`config.mk`:
```
export PLATFORM = sky130hd
export DESIGN_NAME = dmi_link_buffer
export DESIGN_NICKNAME = d
export VERILOG_FILES = /design/src/rtl/dmi_link_buffer.sv
export SDC_FILE = /design/constraint.sdc
export NUM_CORES = 1
export LEC_CHECK = 0
export ABC_AREA = 1
export BUFFER_PORTS_ARGS = -buffer_cell sky130_fd_sc_hd__buf_4
export CELL_PAD_IN_SITES_DETAIL_PLACEMENT = 0
export CELL_PAD_IN_SITES_GLOBAL_PLACEMENT = 1
export CORE_UTILIZATION = 25
export DETAILED_ROUTE_END_ITERATION = 8
export PLACE_DENSITY_LB_ADDON = 0.1
export SYNTH_ARGS = -nofsm -noshare
export SYNTH_HDL_FRONTEND = slang
export SYNTH_SLANG_ARGS = --single-unit
```
`constraint.sdc`:
```
create_clock -name clk -period 4.95 [get_ports clk]
set_input_delay 0.99 -clock clk [delete_from_list [all_inputs] [get_ports clk]]
set_output_delay 0.99 -clock clk [all_outputs]
set_load 0.05 [all_outputs]
```
`src/rtl/dmi_link_buffer.sv`:
```
// dmi_link_buffer
//   Sits between the debug transport (DTM) and the debug module's DMI port.
//   Transport requests are queued in a request FIFO and issued to the debug
//   module one at a time. Responses return through a first-word fall-through
//   response FIFO. If the debug module never answers, a synthetic "failed"
//   response is generated after TIMEOUT cycles so the transport cannot hang.
//
// Parameters
//   DEPTH    entries in each FIFO (power of 2, >= 2)
//   TIMEOUT  WAIT-state cycles before a synthetic failure (0 disables)
//
// Ports
//   clk, reset          clock, synchronous active-high reset
//   up_req_*            request channel from the transport (valid/ready)
//   up_resp_*           response channel to the transport (valid/ready)
//   dmi_req_*           request channel to the debug module (registered)
//   dmi_resp_*          response channel from the debug module
//   timeout_count       saturating count of synthetic failure responses
//   busy                FSM not idle or either FIFO holds data
module dmi_link_buffer #(
  parameter int DEPTH   = 4,
  parameter int TIMEOUT = 1024
) (
  input  logic        clk,
  input  logic        reset,
  input  logic        up_req_valid,
  output logic        up_req_ready,
  input  logic [6:0]  up_req_addr,
  input  logic [1:0]  up_req_op,
  input  logic [31:0] up_req_data,
  output logic        up_resp_valid,
  input  logic        up_resp_ready,
  output logic [1:0]  up_resp_resp,
  output logic [31:0] up_resp_data,
  output logic        dmi_req_valid,
  input  logic        dmi_req_ready,
  output logic [6:0]  dmi_req_addr,
  output logic [1:0]  dmi_req_op,
  output logic [31:0] dmi_req_data,
  input  logic        dmi_resp_valid,
  output logic        dmi_resp_ready,
  input  logic [1:0]  dmi_resp_resp,
  input  logic [31:0] dmi_resp_data,
  output logic [15:0] timeout_count,
  output logic        busy
);

  localparam int AW = $clog2(DEPTH);
  localparam int CW = AW + 1;
  localparam int TW = (TIMEOUT < 2) ? 1 : $clog2(TIMEOUT + 1);

  typedef enum logic [1:0] {
    S_IDLE  = 2'd0,
    S_REQ   = 2'd1,
    S_WAIT  = 2'd2,
    S_DRAIN = 2'd3
  } state_e;

  // ---------------------------------------------------------------------
  // Request FIFO: {addr, op, data}
  // ---------------------------------------------------------------------
  logic [40:0]   req_mem [DEPTH];
  logic [AW-1:0] req_wr_q, req_rd_q;
  logic [CW-1:0] req_cnt_q;
  logic          req_push, req_pop, req_empty, req_full;
  logic [40:0]   req_head;

  assign req_full     = (req_cnt_q == CW'(DEPTH));
  assign req_empty    = (req_cnt_q == '0);
  assign up_req_ready = !req_full;
  assign req_push     = up_req_valid && !req_full;
  assign req_head     = req_mem[req_rd_q];

  always_ff @(posedge clk) begin
    if (req_push) req_mem[req_wr_q] <= {up_req_addr, up_req_op, up_req_data};
  end

  always_ff @(posedge clk) begin
    if (reset) begin
      req_wr_q  <= '0;
      req_rd_q  <= '0;
      req_cnt_q <= '0;
    end else begin
      if (req_push) req_wr_q <= req_wr_q + AW'(1);
      if (req_pop)  req_rd_q <= req_rd_q + AW'(1);
      case ({req_push, req_pop})
        2'b10:   req_cnt_q <= req_cnt_q + CW'(1);
        2'b01:   req_cnt_q <= req_cnt_q - CW'(1);
        default: req_cnt_q <= req_cnt_q;
      endcase
    end
  end

  // ---------------------------------------------------------------------
  // Response FIFO (first-word fall-through): {resp, data}
  // ---------------------------------------------------------------------
  logic [33:0]   resp_mem [DEPTH];
  logic [AW-1:0] resp_wr_q, resp_rd_q;
  logic [CW-1:0] resp_cnt_q;
  logic          resp_push, resp_pop;
  logic [33:0]   resp_push_data;

  assign up_resp_valid = (resp_cnt_q != '0);
  assign {up_resp_resp, up_resp_data} = resp_mem[resp_rd_q];
  assign resp_pop      = up_resp_valid && up_resp_ready;

  always_ff @(posedge clk) begin
    if (resp_push) resp_mem[resp_wr_q] <= resp_push_data;
  end

  always_ff @(posedge clk) begin
    if (reset) begin
      resp_wr_q  <= '0;
      resp_rd_q  <= '0;
      resp_cnt_q <= '0;
    end else begin
      if (resp_push) resp_wr_q <= resp_wr_q + AW'(1);
      if (resp_pop)  resp_rd_q <= resp_rd_q + AW'(1);
      case ({resp_push, resp_pop})
        2'b10:   resp_cnt_q <= resp_cnt_q + CW'(1);
        2'b01:   resp_cnt_q <= resp_cnt_q - CW'(1);
        default: resp_cnt_q <= resp_cnt_q;
      endcase
    end
  end

  // ---------------------------------------------------------------------
  // Transaction FSM
  // ---------------------------------------------------------------------
  state_e        state_q, state_d;
  logic [TW-1:0] timer_q, timer_d;
  logic [15:0]   tcnt_q, tcnt_d;
  logic          timer_hit;

  // With TIMEOUT == 0 the timer never expires.
  assign timer_hit = (TIMEOUT != 0) && (timer_q == TW'(TIMEOUT));

  always_comb begin
    state_d        = state_q;
    timer_d        = timer_q;
    tcnt_d         = tcnt_q;
    req_pop        = 1'b0;
    resp_push      = 1'b0;
    resp_push_data = '0;
    case (state_q)
      S_IDLE: begin
        // Issuing only when the response FIFO has room guarantees the
        // eventual response push (real or synthetic) always fits.
        if (!req_empty && (resp_cnt_q < CW'(DEPTH))) begin
          req_pop = 1'b1;
          state_d = S_REQ;
        end
      end
      S_REQ: begin
        if (dmi_req_ready) begin
          timer_d = '0;
          state_d = S_WAIT;
        end
      end
      S_WAIT: begin
        // A real response takes priority over a coincident timer expiry.
        if (dmi_resp_valid) begin
          resp_push      = 1'b1;
          resp_push_data = {dmi_resp_resp, dmi_resp_data};
          state_d        = S_IDLE;
        end else if (timer_hit) begin
          resp_push      = 1'b1;
          resp_push_data = {2'd2, 32'h0};
          if (tcnt_q != 16'hFFFF) tcnt_d = tcnt_q + 16'd1;
          timer_d        = '0;
          state_d        = S_DRAIN;
        end else if (timer_q != '1) begin
          timer_d = timer_q + TW'(1);
        end
      end
      S_DRAIN: begin
        // Swallow the late response of the abandoned transaction, or give
        // up on it after another TIMEOUT cycles.
        if (dmi_resp_valid || timer_hit) begin
          state_d = S_IDLE;
        end else if (timer_q != '1) begin
          timer_d = timer_q + TW'(1);
        end
      end
      default: state_d = S_IDLE;
    endcase
  end

  logic        dmi_req_valid_q;
  logic [6:0]  dmi_req_addr_q;
  logic [1:0]  dmi_req_op_q;
  logic [31:0] dmi_req_data_q;

  always_ff @(posedge clk) begin
    if (reset) begin
      state_q         <= S_IDLE;
      timer_q         <= '0;
      tcnt_q          <= '0;
      dmi_req_valid_q <= 1'b0;
      dmi_req_addr_q  <= '0;
      dmi_req_op_q    <= '0;
      dmi_req_data_q  <= '0;
    end else begin
      state_q         <= state_d;
      timer_q         <= timer_d;
      tcnt_q          <= tcnt_d;
      dmi_req_valid_q <= (state_d == S_REQ);
      if (req_pop) begin
        {dmi_req_addr_q, dmi_req_op_q, dmi_req_data_q} <= req_head;
      end
    end
  end

  assign dmi_req_valid  = dmi_req_valid_q;
  assign dmi_req_addr   = dmi_req_addr_q;
  assign dmi_req_op     = dmi_req_op_q;
  assign dmi_req_data   = dmi_req_data_q;
  assign dmi_resp_ready = (state_q == S_WAIT) || (state_q == S_DRAIN);
  assign timeout_count  = tcnt_q;
  assign busy           = (state_q != S_IDLE) || !req_empty || up_resp_valid;

endmodule
```
==> reports/results.txt, run 1 <==
The final worst-path cycle share is 68.1%. The detail route stage leaves a number of antenna-violating nets equal to 0. The required time at the worst-slack endpoint is 3960 ps.

At the later pin of the worst-skew pair, clock insertion delay measures 570 ps. After synthesis the netlist holds a flip-flop and latch count of 387. The count of antenna diodes in the layout is 0, and the quantity of I/O buffers inserted on ports is 176.

The critical path crosses 6 cells after its start point. Category of cells accounting for the largest share of critical-path delay: buffers and inverters. In this run, the clock network consumes 30.2% of the power. The run gives 0.737 as the final weighted congestion in routability-driven placement. The run gives 25.5% as the starting density of the core. In this run the worst path has a maximum fanout of 35. For the remaining max-slew budget at the tightest pin, the log shows 27.1%. The logs give 0 for the number of max-cap violations and 1402 for the synthesized netlist cell count. Summed over all layers, the routed wires come to 43300 µm. The floorplan has 90 rows. The number of buffers and inverters on the critical path is 4, and the overflow left after global routing is 0. Per report_power, the sequential group accounts for 37.3% of the total.

The pin slew with the least headroom to its limit was 1090 ps; the power density of the placed cells was 565 nW/µm². The number of hold-repair buffers added at the cts stage is 0, and the post-detailed-route wirelength per cell is 18.1 µm. On the final layout, the worst clock skew is 10.7 ps.

Setup repair after global routing left no endpoint under its margin. Setup total negative slack on the finished layout was measured at 0 ps. In this run switching power makes up 38.2% of total power.

Setup violations remaining at the end of the flow were counted as 0. Entering global routing, the biggest net connects 84 pins. Counting every net in the synthesized netlist gives 1498. The average instance area after synthesis came out at 11.1 µm².

In this run, placement finished with an instance count of 2305. The post-route non-filler standard cell count was 2387. For the global-route wire length before repair, the log shows 65800 µm.

Cell seen most often among critical-path stages: sky130_fd_sc_hd__buf_4. For the number of antenna violations at the first check in global routing, the log shows 1. Across all layers, the routed design uses 10500 vias.

The mapped netlist covers 15500 µm². Registers take 10800 µm². Timing would allow up to 0.297 GHz. Final hold slack: 471 ps. Clock edge transition at the registers on the reported setup and hold paths: 50 ps.

The die covers 63000 µm². Relative to the synthesized area, the layout overhead comes to 23.4%. The die outline height was 251 µm. The arrival time of data at the critical path endpoint is 2380 ps, and the sequential area share after synthesis is 69.4%. In this run the post-CTS setup repair buffer count came out at 0. The run gives 10600 as the via count of the first global-routing pass. Walking the worst path, the cells encountered are buf_4, inv_1, buf_4, o21ai_0, o22ai_1, buf_4.

Share of post-route cells with drive strength above 1: 18.8%. The worst hold path was traced through 2 stages. The slowest stage of the critical path is the sky130_fd_sc_hd__buf_4 cell. Dividing the detail-routed via count by the number of cells gives 4.39. For the leakage power figure, the log shows 6.80 nW. In this run the number of H-tree levels came out at 2. In the post-route analysis, the smallest setup slack over all paths is 1580 ps. TritonCTS built the clock tree. The run gives 0 as the final count of pins violating max slew.

IR analysis of the VDD net gives a maximum drop of 286 µV. During I/O placement, the number of pins put on the boundary was 177. The switching power total was 4.12 mW. For the count of endpoints failing hold in the final timing report, the log shows 0. Timing analysis after detailed placement gives a worst setup slack of 1470 ps. The Yosys step of the flow raised 0 warnings. After detailed routing, the number of remaining DRC violations is 0.

The run gives 488 as the DRC violation total after the first TritonRoute iteration. After the last flow step, the layout net total stands at 1668. The run finished with clean final reports. The internal power of the cells totals 6.68 mW. The worst setup path is of the flip-flop to primary output kind.

The clock net in this run drives a total of 387 sinks. Counting the fill cells in the layout gives 6239. The maximum count of clock buffers along a single path was 3; the multi-input combinational cell area was 4220 µm².

Combinational cells account for 32.5% of the total power. STA classifies the critical path endpoint as a primary output. The number of instances resized during post-cts repair was 0.

The largest single stage delay on the critical path is 380 ps. The tools report the nature of the critical path startpoint as a flip-flop. Total iterations of the first detailed-routing run: 4. Counting distinct cell types in the post-synthesis netlist gives 34. The core region is 60800 µm². CTS placed an instance of sky130_fd_sc_hd__clkbuf_16 at the clock tree root. After legalization and detailed placement, the total HPWL measured 25600 µm. The run gives 13.7% as the total routing resource utilization after global routing. The post-route minimum period was 3370 ps; the die span in x was 251 µm.

Counting the buffers created by CTS gives 47. The tightest min-delay check is of the flip-flop to flip-flop type. The number of cells on the worst reg-to-reg path is 14.
==> metrics by stage <==
| stage | utilization (%) | power, mW | area (µm²) |
|---|---|---|---|
| after floorplan | - | 6.49 | 15500 |
| after global placement | 29.1 | 7.70 | 17700 |
| after detailed placement | 29.1 | 7.71 | 17700 |
| after CTS | 31.4 | 11.0 | 19100 |
| after global routing | 31.4 | 11.4 | 19100 |
| final | 31.4 | 10.8 | 19100 |
==> registers in the layout, summed over array words and instances (netlist names), named ones only <==
name and flops:
dmi_req_addr 7, dmi_req_data 32, dmi_req_op 2, dmi_req_valid 1, req_cnt_q 3, req_mem 164, req_rd_q 2, req_wr_q 2
resp_cnt_q 3, resp_mem 136, resp_rd_q 2, resp_wr_q 2, state_q 2, timeout_count 16, timer_q 11
==> final timing paths <==
check,slack [ps],endpoint,start
setup / recovery,1580,up_resp_data[25],flip-flop
hold / removal,470,flip-flop,resp_rd_q[1]$_SDFFE_PP0P_
setup reg to reg,2110,resp_cnt_q[2]$_SDFFE_PP0P_,timer_q[0]$_SDFFE_PP0P_
hold reg to reg,470,flip-flop,resp_rd_q[1]$_SDFFE_PP0P_
==> worst register-to-register path, stage by stage (launching register included) <==
cell and delay (ps):
sky130_fd_sc_hd__dfxtp_1 380, sky130_fd_sc_hd__inv_1 90, sky130_fd_sc_hd__ha_1 240, sky130_fd_sc_hd__nand2_1 80
sky130_fd_sc_hd__nor3_1 40, sky130_fd_sc_hd__nand2_1 170, sky130_fd_sc_hd__nand2_1 90, sky130_fd_sc_hd__nand2_1 420
sky130_fd_sc_hd__ha_1 240, sky130_fd_sc_hd__inv_1 80, sky130_fd_sc_hd__fa_1 400, sky130_fd_sc_hd__a21oi_1 140
sky130_fd_sc_hd__o21ai_0 130, sky130_fd_sc_hd__o21ai_0 170, sky130_fd_sc_hd__a21oi_1 50
==> cell usage after synthesis, drive strengths merged <==
cell type | count | area (µm²)
o21ai | 215 | 1080
fa | 2 | 40.0
ha | 13 | 163
edfxtp | 300 | 9010
nor3 | 8 | 40.0
nand3b | 1 | 7.51
a31oi | 41 | 257
nor2 | 335 | 1300
buf | 25 | 146
o21a | 2 | 15.0
clkbuf | 52 | 195
nand2 | 141 | 552
xnor2 | 4 | 35.0
xor2 | 7 | 61.3
nand3 | 24 | 125
dfxtp | 87 | 1740
a21oi | 39 | 233
clkinv | 1 | 3.75
nand4 | 5 | 31.3
o22ai | 34 | 213
inv | 66 | 248
==> routing by layer <==
layer	GRT usage, %	wire (µm)
met1	17.7	19600
met2	22.9	20700
met3	3.28	2140
met4	3.69	829
met5	0	17
==> final cells by class <==
cell class | count | share of cell area (%)
Clock inverter | 17 | 0.943
Multi-Input combinational cell | 871 | 22.1
Clock buffer | 65 | 6.51
Timing Repair Buffer | 198 | 7.78
Inverter | 67 | 1.32
Sequential cell | 387 | 56.3
Tap cell | 782 | 5.12
==> cell usage in the layout, fill, tap and decap left out, types with 7 or more instances in the layout <==
cell type                     n
sky130_fd_sc_hd__edfxtp_1   300
sky130_fd_sc_hd__clkbuf_16   47
sky130_fd_sc_hd__inv_2        7
sky130_fd_sc_hd__o22ai_1     34
sky130_fd_sc_hd__a31oi_1     41
sky130_fd_sc_hd__nor2_1     318
sky130_fd_sc_hd__ha_1        13
sky130_fd_sc_hd__xor2_1       7
sky130_fd_sc_hd__nand3_1     23
sky130_fd_sc_hd__inv_1       59
sky130_fd_sc_hd__nor3_1       8
sky130_fd_sc_hd__clkbuf_1    18
sky130_fd_sc_hd__nand2_1    136
sky130_fd_sc_hd__dfxtp_1     84
sky130_fd_sc_hd__o21ai_1     14
sky130_fd_sc_hd__o21ai_0    199
sky130_fd_sc_hd__a21oi_2     10
sky130_fd_sc_hd__buf_4      198
sky130_fd_sc_hd__a21oi_1     29
sky130_fd_sc_hd__nor2_4      10
==> power groups by stage <==
stage          Sequential [mW]  Combinational (mW)  Clock [mW]
2_1_floorplan             4.47                2.03           0
3_3_place_gp              4.09                3.61           0
3_5_place_dp              4.09                3.62           0
4_1_cts                   4.03                3.62        3.39
5_1_grt                   4.06                3.87        3.50
6_report                  4.02                3.51        3.27
==> cell families (layout without fill, tap and decap cells) <==
kind of cell / count (synthesis) / count (layout) / synth area share [%]
fa+ha+maj: 15 / 15 / 1.31
flops: 387 / 387 / 69.4
simple gates: 514 / 514 / 13.2
xor+xnor: 11 / 11 / 0.622
buf+inv: 144 / 347 / 3.83
compound gates: 331 / 331 / 11.6
No activity file was read; power rests on OpenSTA's default activity.
==> inputs of run 2 (changes only) <==
clock period = 3.4 ns   (was 4.95 ns; I/O delays follow)
==> run 2 against run 1 <==
  * Clock skew rose by 20 ps
  * Critical endpoint is now up_resp_resp[1]
  * Sequential share of layout area fell by 0.76 points
  * Register-to-register slack got worse by 1100 ps
  * Wire length fell by 2.0%
  * Global-route usage fell by 0.21 points
  * Count of clock-buffer cells in the layout fell by 5
==> reports/results.txt, run 2 (same netlist as run 1, synthesis figures left out) <==
The final worst-path cycle share was 86.2%; the number of cells on the worst reg-to-reg path was 14 (unchanged). The logs give 31.6% (was 30.2%) for the share of total power in the clock network and 2392 (was 2387) for the post-route non-filler standard cell count. The most common cell after layout, fill and taps aside is sky130_fd_sc_hd__nor2_1 (unchanged). The number of H-tree levels came out at 2 (unchanged).

The placed instance count came out at 2309 (was 2305). The number of instances resized during post-cts repair came out at 0 (unchanged). The maximum count of clock buffers along a single path is 3 (unchanged), and the worst supply voltage drop on vdd is 537 µV (was 286 µV).

The share of total power in combinational logic is 31.9% (was 32.5%). The type of destination of the critical path was a primary output (unchanged). Die outline height: 251 µm (unchanged). The sum of negative setup slack is 0 ps (unchanged), and the pin slew with the least headroom to its limit is 980 ps (was 1090 ps).

The post-route minimum period was 2930 ps. The number of CTS-inserted buffers was 47 (unchanged); the final-stage net count was 1672 (was 1668). The total iterations of the first detailed-routing run was 4 (unchanged); the total routing resource utilization after global routing was 13.5% (was 13.7%). The average vias per placed instance was 4.39 (about the same); the maximum fanout encountered on the critical timing path was 68 (was 35). The type of the worst setup path is flip-flop to primary output (unchanged).

The run gives 63000 µm² (unchanged) as the area of the die. Type of the tightest min-delay check: input port to flip-flop (was flip-flop to flip-flop). The run gives 60800 µm² (unchanged) as the placeable core region.

The count of antenna diodes in the layout was 0 (unchanged); the post-detailed-route wirelength per cell was 17.7 µm (was 18.1 µm). The final count of pins violating max slew was 0 (unchanged); the required time at the worst-slack endpoint was 2720 ps (was 3960 ps). Highest-count cells in the layout ignoring fill and taps: sky130_fd_sc_hd__nor2_1, sky130_fd_sc_hd__edfxtp_1, sky130_fd_sc_hd__o21ai_0, sky130_fd_sc_hd__buf_4, sky130_fd_sc_hd__nand2_1 (unchanged). The setup clock skew after layout was 30.9 ps (was 10.7 ps); the post-route total power was 16.1 mW (was 10.8 mW). The via count of the first global-routing pass is 10600 (about the same).

For the clock latency of the later-clocked register in the worst-skew pair, the log shows 580 ps (was 570 ps). For the cell area reported after detailed placement, the log shows 17800 µm² (was 17700 µm²). The run finished with clean final reports. The largest net degree at the start of global routing is 85 (was 84), and the remaining max-slew budget at the tightest pin is 34.7% (was 27.1%).

Setup repair after global routing left no endpoint under its margin. The cell-internal power was 10.1 mW (was 6.68 mW); the number of vias after detailed routing was 10500 (about the same). The global-route wire length before repair is 64800 µm (was 65800 µm), and the leakage power figure is 6.92 nW (was 6.80 nW). The overflow left after global routing is 0 (unchanged). The tools report the estimated wirelength of the detail-placed design as 25300 µm (was 25600 µm). The run gives 31.9% (was 31.4%) as the final core utilization.

The switching share of power was 37.3% (was 38.2%). The number of ports placed on the die boundary is 177 (unchanged). The nature of the critical path startpoint is a flip-flop (unchanged). The arrival time of data at the critical path endpoint was 2250 ps (was 2380 ps); the flip-flop count of the largest register, all copies and words added was 164 (unchanged). The run gives 0 (unchanged) as the count of endpoints failing setup in the final report. The quantity of I/O buffers inserted on ports was 176 (unchanged); the final cell area excluding filler cells was 19400 µm² (was 19100 µm²). The instance count along the most critical hold path came out at 1 (was 2).

The logs give 5 (was 1) for the number of antenna violations at the first check in global routing and 0 (unchanged) for the number of max-cap violations. For the switching power total, the log shows 6.01 mW (was 4.12 mW). The count of standard-cell rows was 90 (unchanged).

The power share of the sequential group was 36.4% (was 37.3%). TritonCTS built the clock tree. The DRC violation total after the first TritonRoute iteration is 441 (was 488). The run gives 25.5% (unchanged) as the starting density of the core. The number of hold-repair buffers added at the cts stage is 0 (unchanged), and the number of sinks on the clock net is 387 (unchanged). For the final weighted congestion in routability-driven placement, the log shows 0.730 (was 0.737). For the count of endpoints failing hold in the final timing report, the log shows 0 (unchanged). The clock tree root buffer cell was sky130_fd_sc_hd__clkbuf_16 (unchanged). The count of nets left with antenna violations after detail routing was 0 (unchanged). The detailed-route DRC error count was 0 (unchanged); the die span in x was 251 µm (unchanged). The register with the most flip-flops is req_mem (unchanged). The detailed-route wire length was 42400 µm (was 43300 µm); the share of post-route cells with drive strength above 1 was 19.6% (was 18.8%). The power density of the placed cells is 830 nW/µm² (was 565 nW/µm²).

The maximum clock rate came out at 0.341 GHz. The clock edge transition at the registers on the reported setup and hold paths was 60 ps (was 50 ps); the layout overhead on the synthesized area was 25.0% (was 23.4%). The tools report the buffers inserted during post-CTS setup optimization as 0 (unchanged).
-- run 2: changes by cell type in the layout (fill, tap and decap cells not counted) --
cell,before,now
sky130_fd_sc_hd__clkinv_8,0,2
sky130_fd_sc_hd__buf_12,0,8
sky130_fd_sc_hd__inv_16,1,0
sky130_fd_sc_hd__bufinv_16,3,6
sky130_fd_sc_hd__clkinvlp_4,3,1
sky130_fd_sc_hd__clkbuf_1,18,9
sky130_fd_sc_hd__inv_6,1,2
sky130_fd_sc_hd__clkinv_2,4,7
sky130_fd_sc_hd__buf_4,198,194
sky130_fd_sc_hd__clkbuf_8,0,4
-- run 2: worst paths after layout --
path                                                   end  slack [ps]                 startpoint
worst max register to register  resp_cnt_q[2]$_SDFFE_PP0P_        1040    timer_q[0]$_SDFFE_PP0P_
worst min-delay path              req_mem[0][34]$_DFFE_PP_         310             up_req_addr[0]
worst max-delay path                       up_resp_resp[1]         470                  flip-flop
worst min register to register                   flip-flop         480  resp_rd_q[1]$_SDFFE_PP0P_
-- run 2: per-stage QoR --
stage	hold WS [ps]	worst slack, ps
after CTS	258	359
after global routing	272	290
after global placement	454	892
after detailed placement	467	928
after floorplan	442	77.1
final	307	469
-- run 2: power groups by stage --
| stage | Clock [mW] | Sequential, mW | Combinational (mW) |
|---|---|---|---|
| 3_5_place_dp | 0 | 5.96 | 5.27 |
| 2_1_floorplan | 0 | 6.50 | 2.95 |
| 3_3_place_gp | 0 | 5.96 | 5.28 |
| 5_1_grt | 5.43 | 5.91 | 5.66 |
| 4_1_cts | 5.26 | 5.87 | 5.28 |
| 6_report | 5.09 | 5.86 | 5.14 |
-- run 2: layout make-up --
class	instances	area, µm²
clock buffers	60	1260
flip-flops and latches	387	10800
inverters	67	251
multi-input cells	871	4220
fillers	6235	41400
well taps	782	978
repair buffers	202	1620
clock inverters	23	292
-- run 2: worst max-delay path, stage by stage (launching register included) --
cell and delay [ps]:
sky130_fd_sc_hd__dfxtp_2 320, sky130_fd_sc_hd__buf_4 530, sky130_fd_sc_hd__o21ai_0 190, sky130_fd_sc_hd__o22ai_1 360, sky130_fd_sc_hd__buf_4 280
-- run 2: metal layers --
layer / global-route usage (%) / wire length [µm] / vias to the layer above
met5: 0 / 65 / -
met4: 3.95 / 932 / 10
met3: 3.73 / 2370 / 68
met2: 22.2 / 20000 / 161
met1: 17.3 / 19100 / 5020
li1: - / - / 5240
==> inputs of run 3 (changes only) <==
CELL_PAD_IN_SITES_DETAIL_PLACEMENT = default   (was 0)
CELL_PAD_IN_SITES_GLOBAL_PLACEMENT = default   (was 1)
PLACE_DENSITY_LB_ADDON = default   (was 0.1)
==> run 3 against run 2 <==
  * Hold slack better by 10 ps
  * Critical endpoint is now up_resp_data[14]
  * Largest power group unchanged
  * Global-route usage is 1.6 points lower
  * Clock power shrank 12%
  * Combinational power shrank 2%
  * Sequential share of layout area rose by 0.74 points
  * Count of clock-buffer cells in the layout rose by 1
  * Via count grew 2.0%
==> reports/results.txt, run 3 (same netlist as run 1, synthesis figures left out) <==
The flow ran to the end, and the final reports show no timing, DRC or antenna violations. Average vias per placed instance: 4.49 (was 4.39). The arrival time of data at the critical path endpoint is 2210 ps (was 2250 ps). List of cells traversed by the critical path: inv_1, buf_4, o21ai_0, o22ai_1, buf_4 (was buf_4, o21ai_0, o22ai_1, buf_4). The number of vias after detailed routing was 10700 (was 10500). The starting density of the core was 25.5% (unchanged); the final count of pins violating max slew was 0 (unchanged).

The maximum fanout encountered on the critical timing path was 18 (was 68). The overflow left after global routing came out at 0 (unchanged). The post-route total power is 15.4 mW (was 16.1 mW), and the area of the die is 63000 µm² (unchanged). The logs give 58900 µm (was 64800 µm) for the global-route wire length before repair and 617 (was 441) for the DRC violation total after the first TritonRoute iteration.

The buffers inserted during post-CTS setup optimization is 0 (unchanged), and the layout overhead on the synthesized area is 23.4% (was 25.0%). The cell area reported after detailed placement came out at 17800 µm² (about the same). TritonCTS built the clock tree.

The final weighted congestion in routability-driven placement was 0.803 (was 0.730). The run gives 10500 (was 10600) as the via count of the first global-routing pass. The run gives 0 (unchanged) as the number of max-cap violations. For the final cell area excluding filler cells, the log shows 19100 µm² (was 19400 µm²). Pin slew with the least headroom to its limit: 953 ps (was 980 ps).

The nature of the critical path startpoint is a flip-flop (unchanged). Most common cell after layout, fill and taps aside: sky130_fd_sc_hd__nor2_1 (unchanged). The detailed-route DRC error count was 0 (unchanged). Clock edge transition at the registers on the reported setup and hold paths: 60 ps (about the same). The die span in x came out at 251 µm (unchanged).

The instance count along the most critical hold path is 1 (unchanged), and the maximum clock rate is 0.347 GHz (was 0.341 GHz). Number of antenna violations at the first check in global routing: 1 (was 5). Cell seen most often among critical-path stages: sky130_fd_sc_hd__buf_4 (unchanged).

Number of instances resized during post-cts repair: 0 (unchanged). The cell depth of the worst setup path came out at 5 (was 4). The critical path's largest stage delay is 410 ps (was 530 ps). The estimated wirelength of the detail-placed design came out at 23400 µm (was 25300 µm).

The run gives 317 ps (was 307 ps) as the final hold slack. The tools report the setup clock skew after layout as 22.5 ps (was 30.9 ps). The run gives 0 (unchanged) as the count of endpoints failing setup in the final report. Setup repair after global routing left no endpoint under its margin.

The type of the worst setup path is flip-flop to primary output (unchanged). Number of ports placed on the die boundary: 177 (unchanged). The type of destination of the critical path is a primary output (unchanged). The sum of negative setup slack is 0 ps (unchanged), and the met1 track demand over resource is 14.5% (was 17.3%).

For the number of CTS-inserted buffers, the log shows 43 (was 47). The count of endpoints failing hold in the final timing report is 0 (unchanged), and the number of sinks on the clock net is 387 (unchanged). The remaining max-slew budget at the tightest pin came out at 36.5% (was 34.7%). The tools report the maximum count of clock buffers along a single path as 3 (unchanged). Category of cells accounting for the largest share of critical-path delay: buffers and inverters (unchanged). Post-route minimum period: 2890 ps (was 2930 ps). The count of standard-cell rows is 90 (unchanged), and the clock latency of the later-clocked register in the worst-skew pair is 560 ps (was 580 ps). The number of buffers and inverters on the critical path came out at 3 (was 2). The type of the tightest min-delay check was input port to flip-flop (unchanged). Final-stage net count: 1664 (was 1672).

Worst supply voltage drop on vdd: 495 µV (was 537 µV). Register with the most flip-flops: req_mem (unchanged). The die outline height came out at 251 µm (unchanged).

The total iterations of the first detailed-routing run is 5 (was 4), and the quantity of I/O buffers inserted on ports is 176 (unchanged). The number of hold-repair buffers added at the cts stage is 0 (unchanged), and the flip-flop count of the largest register, all copies and words added is 164 (unchanged). The share of post-route cells with drive strength above 1 was 19.3% (was 19.6%). The tools report the met2 usage as 20.6% (was 22.2%).

The final-layout fill cell count came out at 6136 (was 6235). The tools report the count of antenna diodes in the layout as 0 (unchanged). The global-route layer with the greatest usage is met2 (unchanged). For the required time at the worst-slack endpoint, the log shows 2720 ps (about the same). The largest net degree at the start of global routing came out at 84 (was 85).

Highest-count cells in the layout ignoring fill and taps: sky130_fd_sc_hd__nor2_1, sky130_fd_sc_hd__edfxtp_1, sky130_fd_sc_hd__o21ai_0, sky130_fd_sc_hd__buf_4, sky130_fd_sc_hd__nand2_1 (unchanged). The cell with the largest stage delay on the worst path is sky130_fd_sc_hd__inv_1 (was sky130_fd_sc_hd__buf_4). For the count of nets left with antenna violations after detail routing, the log shows 0 (unchanged). The final worst-path cycle share came out at 84.9% (was 86.2%). The tools report the leakage power figure as 6.80 nW (was 6.92 nW).

The global-route track usage on met3 was 3.01% (was 3.73%); the number of cells on the worst reg-to-reg path was 10 (was 14). Total routing resource utilization after global routing: 11.9% (was 13.5%). The clock tree root buffer cell was sky130_fd_sc_hd__clkbuf_16 (unchanged). Post-detailed-route wirelength per cell: 15.9 µm (was 17.7 µm). The placeable core region came out at 60800 µm² (unchanged).

The power density of the placed cells is 804 nW/µm² (was 830 nW/µm²), and the number of H-tree levels is 2 (unchanged). The detailed-route wire length came out at 37800 µm (was 42400 µm).
run 3: cell types whose count changed in the layout (fill, tap and decap cells not counted), sizes merged:
cell | before | now
inv | 68 | 67
buf | 202 | 198
clkbuf | 60 | 61
bufinv | 6 | 1
clkinv | 15 | 14
clkinvlp | 1 | 4
run 3: where the power goes:
part           switching (mW)  leakage (nW)  internal [mW]  total [mW]
registers               0.221          3.49           5.65        5.87
logic                    3.71          2.65           1.33        5.05
clock network            1.86         0.662           2.60        4.46
total                    5.80          6.80           9.58        15.4
run 3: metrics by stage:
step	utilization (%)	setup WS [ps]	instances
detailed placement	29.2	750	2305
global placement	29.2	806	2305
CTS	31.4	470	2385
floorplan	-	77.1	1402
finish	31.4	514	2385
global route	31.4	385	2385
run 3: final cells by class:
type,instances,area (µm²),share of cell area (%)
repair buffers,198,1550,8.10
flip-flops and latches,387,10800,56.2
inverters,67,251,1.32
well taps,782,978,5.12
clock buffers,61,1220,6.41
clock inverters,19,144,0.753
multi-input cells,871,4220,22.1
run 3: final timing paths:
path                                   from                   endpoint  slack (ps)
setup / recovery                  flip-flop           up_resp_data[14]         510
hold / removal              up_req_data[11]   req_mem[3][11]$_DFFE_PP_         320
setup reg to reg      state_q[0]$_SDFF_PP0_  req_cnt_q[2]$_SDFFE_PP0P_         960
hold reg to reg   resp_rd_q[0]$_SDFFE_PP0P_  resp_rd_q[0]$_SDFFE_PP0P_         480
run 3: worst reg2reg max path, delay by kind of cell (launching register included):
family                     cells  cell delay (ps)
AOI/OAI and AO/OA              4              460
buffers and inverters          1               70
and+or+nand+nor                3              780
adders and majority gates      2              630
DFF                            1              380
run 3: layer usage:
metal / wire, µm / vias to the layer above
met5: 12 / -
met4: 804 / 2
met3: 2660 / 61
met1: 15900 / 5126
met2: 18400 / 296
li1: - / 5228
